==> src/rtl/mem_access_unit.sv <==
// Data-port initiator for the unified RAM: one load/store at a time, checked for
// funct3 legality, alignment and range, with a registered, held response.
module mem_access_unit #(
    parameter int MEM_BYTES = 4096
) (
    input  logic        clk,
    input  logic        reset_n,
    input  logic        req_valid,
    output logic        req_ready,
    input  logic        req_write,
    input  logic [2:0]  req_funct3,
    input  logic [31:0] req_address,
    input  logic [31:0] req_wdata,
    output logic        resp_valid,
    input  logic        resp_ready,
    output logic [31:0] resp_rdata,
    output logic [1:0]  resp_error,
    output logic [31:0] mem_read_address,
    output logic [2:0]  mem_size_and_sign,
    input  logic [31:0] mem_read_data,
    input  logic        mem_illegal_read_address,
    output logic [31:0] mem_write_address,
    output logic [31:0] mem_write_data,
    output logic        mem_write_enable,
    input  logic        mem_illegal_write_address
);

    typedef enum logic [1:0] {
        IDLE    = 2'd0,
        ISSUE   = 2'd1,
        WSETTLE = 2'd2,
        RESP    = 2'd3
    } state_t;

    localparam logic [1:0] ERR_OK        = 2'b00;
    localparam logic [1:0] ERR_MISALIGN  = 2'b01;
    localparam logic [1:0] ERR_ACCESS    = 2'b10;
    localparam logic [1:0] ERR_FUNCT3    = 2'b11;

    state_t      state_reg, state_next;
    logic        write_reg;
    logic [2:0]  funct3_reg;
    logic [31:0] address_reg;
    logic [31:0] wdata_reg;
    logic [31:0] rdata_reg;
    logic [1:0]  error_reg;

    logic [1:0]  bytes_m1;
    logic [32:0] end_address;
    logic        illegal_funct3;
    logic        misaligned;
    logic        out_of_range;
    logic [1:0]  check_error;
    logic [31:0] load_data;

    // Legality checks operate on the captured request, so they are stable in ISSUE.
    always_comb begin
        bytes_m1 = 2'd3;
        case (funct3_reg[1:0])
            2'b00:   bytes_m1 = 2'd0;
            2'b01:   bytes_m1 = 2'd1;
            default: bytes_m1 = 2'd3;
        endcase

        if (write_reg)
            illegal_funct3 = funct3_reg[2] || (funct3_reg[1:0] == 2'b11);
        else
            illegal_funct3 = (funct3_reg == 3'b011) || (funct3_reg[2:1] == 2'b11);

        misaligned = ((funct3_reg[1:0] == 2'b01) && address_reg[0]) ||
                     ((funct3_reg[1:0] == 2'b10) && (address_reg[1:0] != 2'b00));

        // 33-bit sum so an address that wraps past 2^32 is still out of range
        end_address  = {1'b0, address_reg} + {31'd0, bytes_m1};
        out_of_range = end_address >= 33'(MEM_BYTES);

        if (illegal_funct3)
            check_error = ERR_FUNCT3;
        else if (misaligned)
            check_error = ERR_MISALIGN;
        else if (out_of_range)
            check_error = ERR_ACCESS;
        else
            check_error = ERR_OK;
    end

    always_comb begin
        load_data = 32'd0;
        case (funct3_reg)
            3'b000:  load_data = {{24{mem_read_data[7]}}, mem_read_data[7:0]};
            3'b001:  load_data = {{16{mem_read_data[15]}}, mem_read_data[15:0]};
            3'b010:  load_data = mem_read_data;
            3'b100:  load_data = {24'd0, mem_read_data[7:0]};
            3'b101:  load_data = {16'd0, mem_read_data[15:0]};
            default: load_data = 32'd0;
        endcase
    end

    always_comb begin
        state_next       = state_reg;
        mem_write_enable = 1'b0;
        case (state_reg)
            IDLE: begin
                if (req_valid)
                    state_next = ISSUE;
            end
            ISSUE: begin
                if (check_error != ERR_OK) begin
                    state_next = RESP;
                end else if (write_reg) begin
                    mem_write_enable = 1'b1;
                    state_next       = WSETTLE;
                end else begin
                    state_next = RESP;
                end
            end
            WSETTLE: state_next = RESP;
            RESP: begin
                if (resp_ready)
                    state_next = IDLE;
            end
            default: state_next = IDLE;
        endcase
    end

    always_ff @(posedge clk or negedge reset_n) begin
        if (!reset_n) begin
            state_reg   <= IDLE;
            write_reg   <= 1'b0;
            funct3_reg  <= 3'd0;
            address_reg <= 32'd0;
            wdata_reg   <= 32'd0;
            rdata_reg   <= 32'd0;
            error_reg   <= ERR_OK;
        end else begin
            state_reg <= state_next;
            case (state_reg)
                IDLE: begin
                    if (req_valid) begin
                        write_reg   <= req_write;
                        funct3_reg  <= req_funct3;
                        address_reg <= req_address;
                        wdata_reg   <= req_wdata;
                    end
                end
                ISSUE: begin
                    if (check_error != ERR_OK) begin
                        rdata_reg <= 32'd0;
                        error_reg <= check_error;
                    end else if (write_reg) begin
                        rdata_reg <= 32'd0;
                        error_reg <= ERR_OK;
                    end else if (mem_illegal_read_address) begin
                        rdata_reg <= 32'd0;
                        error_reg <= ERR_ACCESS;
                    end else begin
                        rdata_reg <= load_data;
                        error_reg <= ERR_OK;
                    end
                end
                WSETTLE: begin
                    if (mem_illegal_write_address)
                        error_reg <= ERR_ACCESS;
                end
                default: ;
            endcase
        end
    end

    assign req_ready         = (state_reg == IDLE);
    assign resp_valid        = (state_reg == RESP);
    assign resp_rdata        = rdata_reg;
    assign resp_error        = error_reg;
    assign mem_read_address  = address_reg;
    assign mem_write_address = address_reg;
    assign mem_write_data    = wdata_reg;
    assign mem_size_and_sign = funct3_reg;

endmodule

==> config.mk <==
export PLATFORM = sky130hd
export DESIGN_NAME = mem_access_unit
export DESIGN_NICKNAME = d
export VERILOG_FILES = /design/src/rtl/mem_access_unit.sv
export SDC_FILE = /design/constraint.sdc
export NUM_CORES = 1
export LEC_CHECK = 0
export ABC_AREA = 1
export CAP_MARGIN = 10
export CORE_MARGIN = 1.5
export CORE_UTILIZATION = 43
export CTS_CLUSTER_SIZE = 8
export DETAILED_ROUTE_END_ITERATION = 7
export PLACE_DENSITY = 0.86
export SLEW_MARGIN = 20
export SYNTH_ARGS = -nofsm -noshare
export SYNTH_HDL_FRONTEND = slang
export SYNTH_SLANG_ARGS = --single-unit
export TNS_END_PERCENT = 1
==> constraint.sdc <==
create_clock -name clk -period 3.88 [get_ports clk]
set_clock_uncertainty 0.15 [all_clocks]
set_input_delay 0.776 -clock clk [delete_from_list [all_inputs] [get_ports clk]]
set_output_delay 0.776 -clock clk [all_outputs]
set_load 0.01 [all_outputs]
==> impl_metrics.env, run 1 <==
export IMPL_status="completed"
export IMPL_critPathKind="flip-flop to output port"
export IMPL_p_per_area_nw_per_um2=703
export IMPL_rows=41
export IMPL_rsz0062_at_grt="yes"
export IMPL_via_per_inst=5.02
export IMPL_gp_congestion=0.931
export IMPL_design_area_um2=8440
export IMPL_syn_cell_area_um2=5670
export IMPL_grt_max_degree=81
export IMPL_required_ns=2.95
export IMPL_irDropWorstVdd_v=0.000639
export IMPL_grt_util_all_layers_pct=24.3
export IMPL_drv_cap=0
export IMPL_preCtsSetupSlack_ns=0.130
export IMPL_synth_area_per_cell_um2=8.70
export IMPL_synth_top_family_by_area="simple AND/OR/NAND/NOR gates"
export IMPL_synth_adder_area_share_pct=1.68
export IMPL_cts_tree="done"
export IMPL_setup_slack_ns=0.163
export IMPL_crit_path_max_incr_delay_ns=0.39
export IMPL_setup_tns_ns=0
export IMPL_worstPathMaxFanout=4
export IMPL_slowest_stage="dfrtp_1"
export IMPL_synth_seq_area_share_pct=45.9
export IMPL_cpMostUsedCell="nor2_1"
export IMPL_synth_distinct_cells=34
export IMPL_chipHeight_um=118
export IMPL_yosys_area_share_simple_pct=25.1
export IMPL_multi_input_area_um2=2640
export IMPL_drive_above_1_share_pct=16.8
export IMPL_ant_nets=0
export IMPL_synthArstFlopShare_pct=100
export IMPL_die_w_um=118
export IMPL_dr_pass1_iters=5
export IMPL_io_buffer_count=241
export IMPL_dr_first_iter_drc_count=346
export IMPL_cts_buffers=9
export IMPL_drv_slew=0
export IMPL_synth_cells=652
export IMPL_syn_to_final_growth_pct=48.8
export IMPL_layout_nets=978
export IMPL_hold_ws_ns=0.332
export IMPL_place_area_um2=8050
export IMPL_drcViolationCount=0
export IMPL_path_clk_slew_ns=0.07
export IMPL_synth_fp_nets=765
export IMPL_antenna_found_initial=0
export IMPL_num_vias=5228
export IMPL_startpoint_type="flip-flop"
export IMPL_max_clock_path_buffers=2
export IMPL_crit_path_cell_trace="nor2_1, inv_2, ha_4, fa_2, nand2_4, nor2_4, nand2_2, nor2_4, nand2_2, nand2_1, nand2_1, inv_2, nor2_1, nand3_1, nor2_2, nand4_1, nor2_1, buf_2"
export IMPL_synth_compound_area_share_pct=7.57
export IMPL_grt_pass1_vias=5229
export IMPL_max_freq_ghz=0.269
export IMPL_cts_sinks=104
export IMPL_crit_arrival_ns=2.79
export IMPL_fill_cells=1061
export IMPL_min_path_type="flip-flop to flip-flop"
export IMPL_synth_mux_area_share_pct=11.1
export IMPL_endpoint_kind="output port"
export IMPL_die_area_um2=13900
export IMPL_ff_latch_area_um2=2600
export IMPL_setup_viol=0
export IMPL_clock_latency_ns=0.36
export IMPL_leakagePower_nw=3.66
export IMPL_period_share_pct=95.8
export IMPL_synth_edf_count=0
export IMPL_period_minus_slack_ns=3.72
export IMPL_grt_pass1_wl_mm=26.8
export IMPL_avgRoutedWirePerCell_um=15.7
export IMPL_gr_total_overflow=0
export IMPL_core_area_um2=12700
export IMPL_htreeDepth=3
export IMPL_synthFlopType="dfrtp_1"
export IMPL_hold_viol=0
export IMPL_wl_mm=16.4
export IMPL_ios=242
export IMPL_worst_slew_pin_slew_ns=1.04
export IMPL_relSlewSlack_pct=30.2
export IMPL_cts_root_buf="clkbuf_16"
export IMPL_ys_seq_elements=104
export IMPL_synth_xor_area_share_pct=0.309
export IMPL_initial_utilization_pct=44.6
export IMPL_yosysWarnings=0
export IMPL_dp_hpwl_mm=12.0
export IMPL_n_antenna_cell=0
[Yosys cell counts, types with 9 or more instances]
cell	n	area, µm²
a21oi_1	14	70.1
buf_4	32	240
clkbuf_1	16	60.1
dfrtp_1	104	2600
inv_1	32	120
mux2_2	56	631
nand2_1	194	728
nand3_1	39	195
nand3b_1	9	67.6
nor2_1	68	255
nor2_2	11	68.8
o21ai_2	31	272
[kinds of logic (layout without fill, tap and decap cells)]
logic type      after synthesis  after routing
flops                       104            104
fa+ha+maj                     7              7
compound gates               59             59
xor+xnor                      2              2
simple gates                336            336
buf+inv                      88            306
mux                          56             56
[path summary, 6_finish.rpt]
| path | startpoint | endpoint | slack, ns | cells after the start |
|---|---|---|---|---|
| max reg2reg | mem_size_and_sign[0]$_DFFE_PN0P_ | resp_error[1]$_DFFE_PN0P_ | 1.03 | 20 |
| min reg2reg | resp_rdata[3]$_DFFE_PN0P_ | resp_rdata[3]$_DFFE_PN0P_ | 0.33 | 2 |
| max | mem_size_and_sign[0]$_DFFE_PN0P_ | mem_write_enable | 0.16 | 18 |
| min | resp_rdata[3]$_DFFE_PN0P_ | resp_rdata[3]$_DFFE_PN0P_ | 0.33 | 2 |
| max in group asynchronous | reset_n | mem_write_data[30]$_DFFE_PN0P_ | 2.51 | 2 |
| min in group asynchronous | reset_n | mem_read_address[16]$_DFFE_PN0P_ | 0.36 | 1 |
[report_power, final]
group / leakage, nW / internal [W] / switching (W) / total (W)
Combinational: 2.23 / 0.00162 / 0.00140 / 0.00302
Clock: 0.155 / 0.000571 / 0.000425 / 0.000996
Sequential: 1.28 / 0.00146 / 0.000453 / 0.00192
[metal layers]
layer  routed length [µm]  track usage, %
met5                    0               0
met4                  348            7.70
met3                 1310            7.36
met2                 8060            40.6
met1                 6660            30.0
[timing repair]
action / in CTS / in global routing
setup endpoints to repair: 1 / 1
resized for setup: 1 / 12
hold buffers: 0 / 0
setup buffers: 0 / 4
pin swaps: 0 / 11
[final cells by class]
type / instances / share of cell area [%]
Clock buffer: 10 / 2.71
Clock inverter: 6 / 1.10
Inverter: 35 / 1.56
Multi-Input combinational cell: 460 / 31.3
Sequential cell: 104 / 30.8
Tap cell: 172 / 2.55
Timing Repair Buffer: 255 / 29.9
[per-stage QoR]
| step | std cells | power, W | util, % |
|---|---|---|---|
| after floorplan | 652 | 0.00346 | - |
| after detailed placement | 1022 | 0.00489 | 63.3 |
| after global routing | 1042 | 0.00632 | 66.3 |
| final | 1042 | 0.00594 | 66.3 |
| after CTS | 1038 | 0.00592 | 65.8 |
| after global placement | 1022 | 0.00484 | 63.3 |
[placed cells by master (no fill, tap or decap), types with 10 or more instances in the layout]
cell / instances
a21oi_1: 14
buf_4: 13
clkdlybuf4s50_1: 239
dfrtp_1: 104
inv_1: 32
mux2_2: 56
nand2_1: 191
nand3_1: 39
nor2_1: 67
nor2_2: 10
o21ai_2: 31
[critical path: cells and delay by family (launching register included)]
family,cells,cell delay [ns]
DFF,1,0.39
adders and majority gates,2,0.54
and+or+nand+nor,13,1.26
buffers and inverters,3,0.25
No activity file was read; power rests on OpenSTA's default activity.
==> run 2, diff against run 1 <==
--- a/config.mk
+++ b/config.mk
@@ -6,12 +6,13 @@
 export NUM_CORES = 1
 export LEC_CHECK = 0
 export ABC_AREA = 1
-export CAP_MARGIN = 10
-export CORE_MARGIN = 1.5
-export CORE_UTILIZATION = 43
+export CAP_MARGIN = 30
+export CORE_MARGIN = 4
+export CORE_UTILIZATION = 64
 export CTS_CLUSTER_SIZE = 8
 export DETAILED_ROUTE_END_ITERATION = 7
-export PLACE_DENSITY = 0.86
+export DONT_BUFFER_PORTS = 1
+export PLACE_DENSITY = 0.85
 export SLEW_MARGIN = 20
 export SYNTH_ARGS = -nofsm -noshare
 export SYNTH_HDL_FRONTEND = slang
==> impl_metrics.env, run 2 (synthesized netlist as in run 1, its figures left out) <==
export IMPL_status="completed"
export IMPL_irDropWorstVdd_v=0.000500
export IMPL_drcViolationCount=0
export IMPL_cts_root_buf="clkbuf_8"
export IMPL_max_clock_path_buffers=2
export IMPL_cpMostUsedCell="nor2_2"
export IMPL_drv_slew=0
export IMPL_min_path_type="input pin to asynchronous set/reset pin"
export IMPL_r2r_start="mem_size_and_sign[0]$_DFFE_PN0P_"
export IMPL_crit_path_cell_trace="nor2_4, clkinv_4, ha_4, fa_2, nand2_4, nor2_4, nand3_1, inv_1, nand3b_1, nand2_1, nor2_2, nand3_1, nor2_2, nand4_1, nor2_2"
export IMPL_via_per_inst=5.78
export IMPL_core_area_um2=8680
export IMPL_slowest_stage="dfrtp_2"
export IMPL_cts_sinks=104
export IMPL_r2r_end="state_reg[0]$_DFFE_PN0P_"
export IMPL_grt_util_all_layers_pct=25.2
export IMPL_power_share_sequential_pct=51.0
export IMPL_layout_nets=746
export IMPL_cts_buffers=9
export IMPL_dr_pass1_iters=5
export IMPL_design_area_um2=5960
export IMPL_r2r_worst_path_cells=25
export IMPL_rrSetupSlack_ns=0.15
export IMPL_combPwrFrac_pct=35.2
export IMPL_max_freq_ghz=0.267
export IMPL_p_int_w=0.00238
export IMPL_gp_congestion=0.898
export IMPL_preCtsSetupSlack_ns=0.332
export IMPL_rows=34
export IMPL_dp_hpwl_mm=9.87
export IMPL_die_w_um=102
export IMPL_startpoint_type="flip-flop"
export IMPL_avgRoutedWirePerCell_um=18.2
export IMPL_clock_latency_ns=0.36
export IMPL_period_share_pct=96.6
export IMPL_gr_total_overflow=0
export IMPL_ios=242
export IMPL_syn_to_final_growth_pct=4.98
export IMPL_place_inst=711
export IMPL_die_area_um2=10400
export IMPL_setup_slack_ns=0.131
export IMPL_p_per_area_nw_per_um2=742
export IMPL_dr_first_iter_drc_count=219
export IMPL_ant_nets=0
export IMPL_p_switching_w=0.00204
export IMPL_relSlewSlack_pct=36.7
export IMPL_drv_cap=0
export IMPL_clockPowerShare_pct=13.8
export IMPL_htreeDepth=3
export IMPL_critPathCapture="mem_write_enable"
export IMPL_n_antenna_cell=0
export IMPL_crit_arrival_ns=2.82
export IMPL_grt_pass1_wl_mm=20.4
export IMPL_layout_commonest_cell="nand2_1"
export IMPL_chipHeight_um=102
export IMPL_grt_max_degree=105
export IMPL_hold_viol=0
export IMPL_wl_mm=13.6
export IMPL_final_util_pct=68.6
export IMPL_antenna_found_initial=1
export IMPL_num_vias=4313
export IMPL_fin_cells=746
export IMPL_p_sw_share_pct=46.2
export IMPL_io_buffer_count=0
export IMPL_fill_cells=702
export IMPL_cts_tree="done"
export IMPL_place_area_um2=5510
export IMPL_drive_above_1_share_pct=26.2
export IMPL_leakagePower_nw=2.71
export IMPL_crit_start="mem_size_and_sign[0]$_DFFE_PN0P_"
export IMPL_grt_pass1_vias=4011
export IMPL_endpoint_kind="output port"
export IMPL_critPathKind="flip-flop to output port"
export IMPL_most_common_layout_cells="188 x nand2_1, 100 x dfrtp_1, 62 x nor2_1"
export IMPL_initial_utilization_pct=65.4
export IMPL_required_ns=2.95
export IMPL_setup_viol=0
export IMPL_crit_path_max_incr_delay_ns=0.49
export IMPL_period_minus_slack_ns=3.75
export IMPL_path_clk_slew_ns=0.10
export IMPL_worstPathMaxFanout=5
export IMPL_worst_slew_pin_slew_ns=0.946
## run 2: how the worst min path moves through the flow
stage             from                               to  slack (ns)  depth (start not counted)
6_report       reset_n        resp_rdata[4]$_DFFE_PN0P_        0.17                          1
5_1_grt        reset_n       resp_rdata[13]$_DFFE_PN0P_        0.20                          1
4_1_cts        reset_n        resp_rdata[4]$_DFFE_PN0P_        0.20                          1
3_5_place_dp   reset_n        resp_rdata[4]$_DFFE_PN0P_        0.33                          0
3_3_place_gp   reset_n        resp_rdata[3]$_DFFE_PN0P_        0.33                          0
2_1_floorplan  reset_n  mem_read_address[0]$_DFFE_PN0P_        0.33                          0
## run 2: timing repair
| action | CTS | global route |
|---|---|---|
| pin swaps | 3 | 11 |
| setup buffers | 10 | 6 |
| hold buffers | 1 | 0 |
| setup endpoints to repair | 1 | 2 |
| endpoints found under the hold margin | 104 | 0 |
| gates resized for setup | 3 | 26 |
## run 2: critical path: cells and delay by family, from the launching register on
kind	cells	cell delay, ns
adder cells (fa/ha/maj)	2	0.53
flip-flops	1	0.49
AND/OR/NAND/NOR	11	1.31
buffers and inverters	2	0.13
## run 2: power groups by stage
stage / clock (W) / combinational [W] / sequential, W
6_report: 0.000612 / 0.00155 / 0.00226
5_1_grt: 0.000675 / 0.00175 / 0.00233
4_1_cts: 0.000627 / 0.00144 / 0.00224
3_5_place_dp: 0 / 0.00141 / 0.00225
3_3_place_gp: 0 / 0.00136 / 0.00225
2_1_floorplan: 0 / 0.00148 / 0.00198
## run 2: layout make-up
type                    instances  area (µm²)  area share, %
flip-flops and latches        104        2610           43.8
well taps                     108         135           2.27
clock inverters                 5        42.5          0.714
clock buffers                  11         131           2.21
repair buffers                 23         225           3.78
inverters                      35         136           2.29
multi-input cells             460        2680           45.0
## run 2: per-layer routing
layer  vias up  track usage, %  wire (µm)
met5         -               0          7
met4         2            6.66        204
met3        21            11.1       1720
met2       226            39.3       6460
met1      2032            32.3       5180
li1       2032               -          -
## run 2: per-stage QoR
step	power [W]	setup TNS, ns	hold WS, ns
after floorplan	0.00346	0	0.330
after CTS	0.00431	0	0.196
after detailed placement	0.00366	0	0.332
after global placement	0.00361	0	0.333
final	0.00442	0	0.171
after global routing	0.00476	-0.110	0.197
==> run 3, diff against run 2 <==
==> constraint.sdc (replaced) <==
create_clock -name clk -period 3.6 [get_ports clk]
set_clock_uncertainty 0.15 [all_clocks]
set_input_delay 0.72 -clock clk [delete_from_list [all_inputs] [get_ports clk]]
set_output_delay 0.72 -clock clk [all_outputs]
set_load 0.01 [all_outputs]
==> impl_metrics.env, run 3 (synthesized netlist as in run 1, its figures left out) <==
export IMPL_relSlewSlack_pct=37.4
export IMPL_grt_util_all_layers_pct=25.6
export IMPL_endpoint_kind="output port"
export IMPL_grtUsageMet1_pct=31.8
export IMPL_place_area_um2=5540
export IMPL_hold_viol=0
export IMPL_gr_total_overflow=0
export IMPL_n_antenna_cell=0
export IMPL_ant_nets=0
export IMPL_period_minus_slack_ns=3.53
export IMPL_critPathKind="flip-flop to output port"
export IMPL_cts_buffers=9
export IMPL_initial_utilization_pct=65.4
export IMPL_rsz0062_at_grt="yes"
export IMPL_min_path_type="input pin to asynchronous set/reset pin"
export IMPL_irDropWorstVdd_v=0.000516
export IMPL_max_freq_ghz=0.283
export IMPL_cts_tree="done"
export IMPL_design_area_um2=5890
export IMPL_path_clk_slew_ns=0.10
export IMPL_drive_above_1_share_pct=25.0
export IMPL_drv_cap=0
export IMPL_startpoint_type="flip-flop"
export IMPL_ios=242
export IMPL_cts_root_buf="clkbuf_8"
export IMPL_final_util_pct=67.9
export IMPL_die_w_um=102
export IMPL_crit_path_cell_trace="nor2_2, inv_2, ha_4, fa_2, nand2_4, nor2_4, nand3_1, nand2_1, nand2_1, nand3_1, nor2_1, nand3_1, nor2_2, nand4_1, nor2_2"
export IMPL_clock_latency_ns=0.37
export IMPL_core_area_um2=8680
export IMPL_htreeDepth=3
export IMPL_drcViolationCount=0
export IMPL_crit_path_max_incr_delay_ns=0.43
export IMPL_antenna_found_initial=0
export IMPL_dp_hpwl_mm=10.1
export IMPL_grt_pass1_vias=4058
export IMPL_io_buffer_count=0
export IMPL_layout_commonest_cell="nand2_1"
export IMPL_via_per_inst=5.79
export IMPL_period_share_pct=98.2
export IMPL_num_vias=4280
export IMPL_drv_slew=0
export IMPL_rows=34
export IMPL_preCtsSetupSlack_ns=0.264
export IMPL_slowest_stage="dfrtp_1"
export IMPL_dr_pass1_iters=5
export IMPL_setup_viol=0
export IMPL_leakagePower_nw=2.68
export IMPL_grt_max_degree=105
export IMPL_chipHeight_um=102
export IMPL_max_clock_path_buffers=2
export IMPL_most_common_layout_cells="186 x nand2_1, 103 x dfrtp_1, 63 x nor2_1"
export IMPL_grt_busiest_layer="met2"
export IMPL_grt_pass1_wl_mm=20.9
export IMPL_syn_to_final_growth_pct=3.90
export IMPL_crit_arrival_ns=2.66
export IMPL_worst_slew_pin_slew_ns=0.940
export IMPL_required_ns=2.73
export IMPL_status="completed"
export IMPL_worstPathMaxFanout=3
export IMPL_gr_usage_met2_pct=41.9
export IMPL_setup_tns_ns=0
export IMPL_p_per_area_nw_per_um2=814
export IMPL_dr_first_iter_drc_count=204
export IMPL_avgRoutedWirePerCell_um=18.6
export IMPL_wl_mm=13.7
export IMPL_die_area_um2=10400
export IMPL_cts_sinks=104
export IMPL_hold_ws_ns=0.107
export IMPL_use_met3_pct=10.3
export IMPL_layout_nets=739
export IMPL_setup_slack_ns=0.0650
export IMPL_gp_congestion=0.922
## run 3: changes by cell type in the layout (fill, tap and decap cells not counted), sizes merged
| cell | before | now |
|---|---|---|
| buf | 22 | 16 |
| clkbuf | 12 | 11 |
| clkinv | 3 | 2 |
| inv | 34 | 35 |
## run 3: critical path: cells and delay by family, from the launching register on
family / cells / cell delay, ns
adders and majority gates: 2 / 0.54
and+or+nand+nor: 12 / 1.27
DFF: 1 / 0.43
buffers and inverters: 1 / 0.06
## run 3: worst paths after layout
kind | start | to | slack, ns | cells after the start
setup reg to reg | mem_size_and_sign[1]$_DFFE_PN0P_ | resp_error[1]$_DFFE_PN0P_ | 0.56 | 19
hold reg to reg | resp_rdata[5]$_DFFE_PN0P_ | resp_rdata[5]$_DFFE_PN0P_ | 0.41 | 2
setup / recovery | mem_size_and_sign[1]$_DFFE_PN0P_ | mem_write_enable | 0.07 | 15
max in group asynchronous | reset_n | mem_write_data[29]$_DFFE_PN0P_ | 2.78 | 1
hold / removal | reset_n | resp_rdata[3]$_DFFE_PN0P_ | 0.11 | 1
min in group clk | req_wdata[21] | mem_write_data[21]$_DFFE_PN0P_ | 0.34 | 1
## run 3: routing by layer
metal,wire length (µm),up-vias
met2,6560,232
met5,0,-
li1,-,2017
met4,213,0
met3,1610,16
met1,5330,2015
## run 3: what timing repair did
action / CTS / global route
hold buffers: 1 / 0
hold endpoints to repair: 104 / 0
gates resized for setup: 9 / 18
setup endpoints to repair: 1 / 1
buffers inserted: 3 / 4
pin swaps: 7 / 12
## run 3: area by class of cell
type / count / area, µm²
Clock buffer: 11 / 131
Multi-Input combinational cell: 460 / 2700
Tap cell: 108 / 135
Clock inverter: 5 / 42.5
Inverter: 35 / 131
Sequential cell: 104 / 2600
Fill cell: 716 / 2780
Timing Repair Buffer: 16 / 153
## run 3: metrics by stage
stage	power [W]	cells
after floorplan	0.00373	652
after global placement	0.00392	715
after detailed placement	0.00398	715
after CTS	0.00471	735
after global routing	0.00515	739
final	0.00480	739
## run 3: report_power, final
group / internal [W] / switching [W] / leakage (nW)
Sequential: 0.00157 / 0.000810 / 1.28
Combinational: 0.000743 / 0.000997 / 1.32
Clock: 0.000259 / 0.000419 / 0.0777
Total: 0.00257 / 0.00223 / 2.68
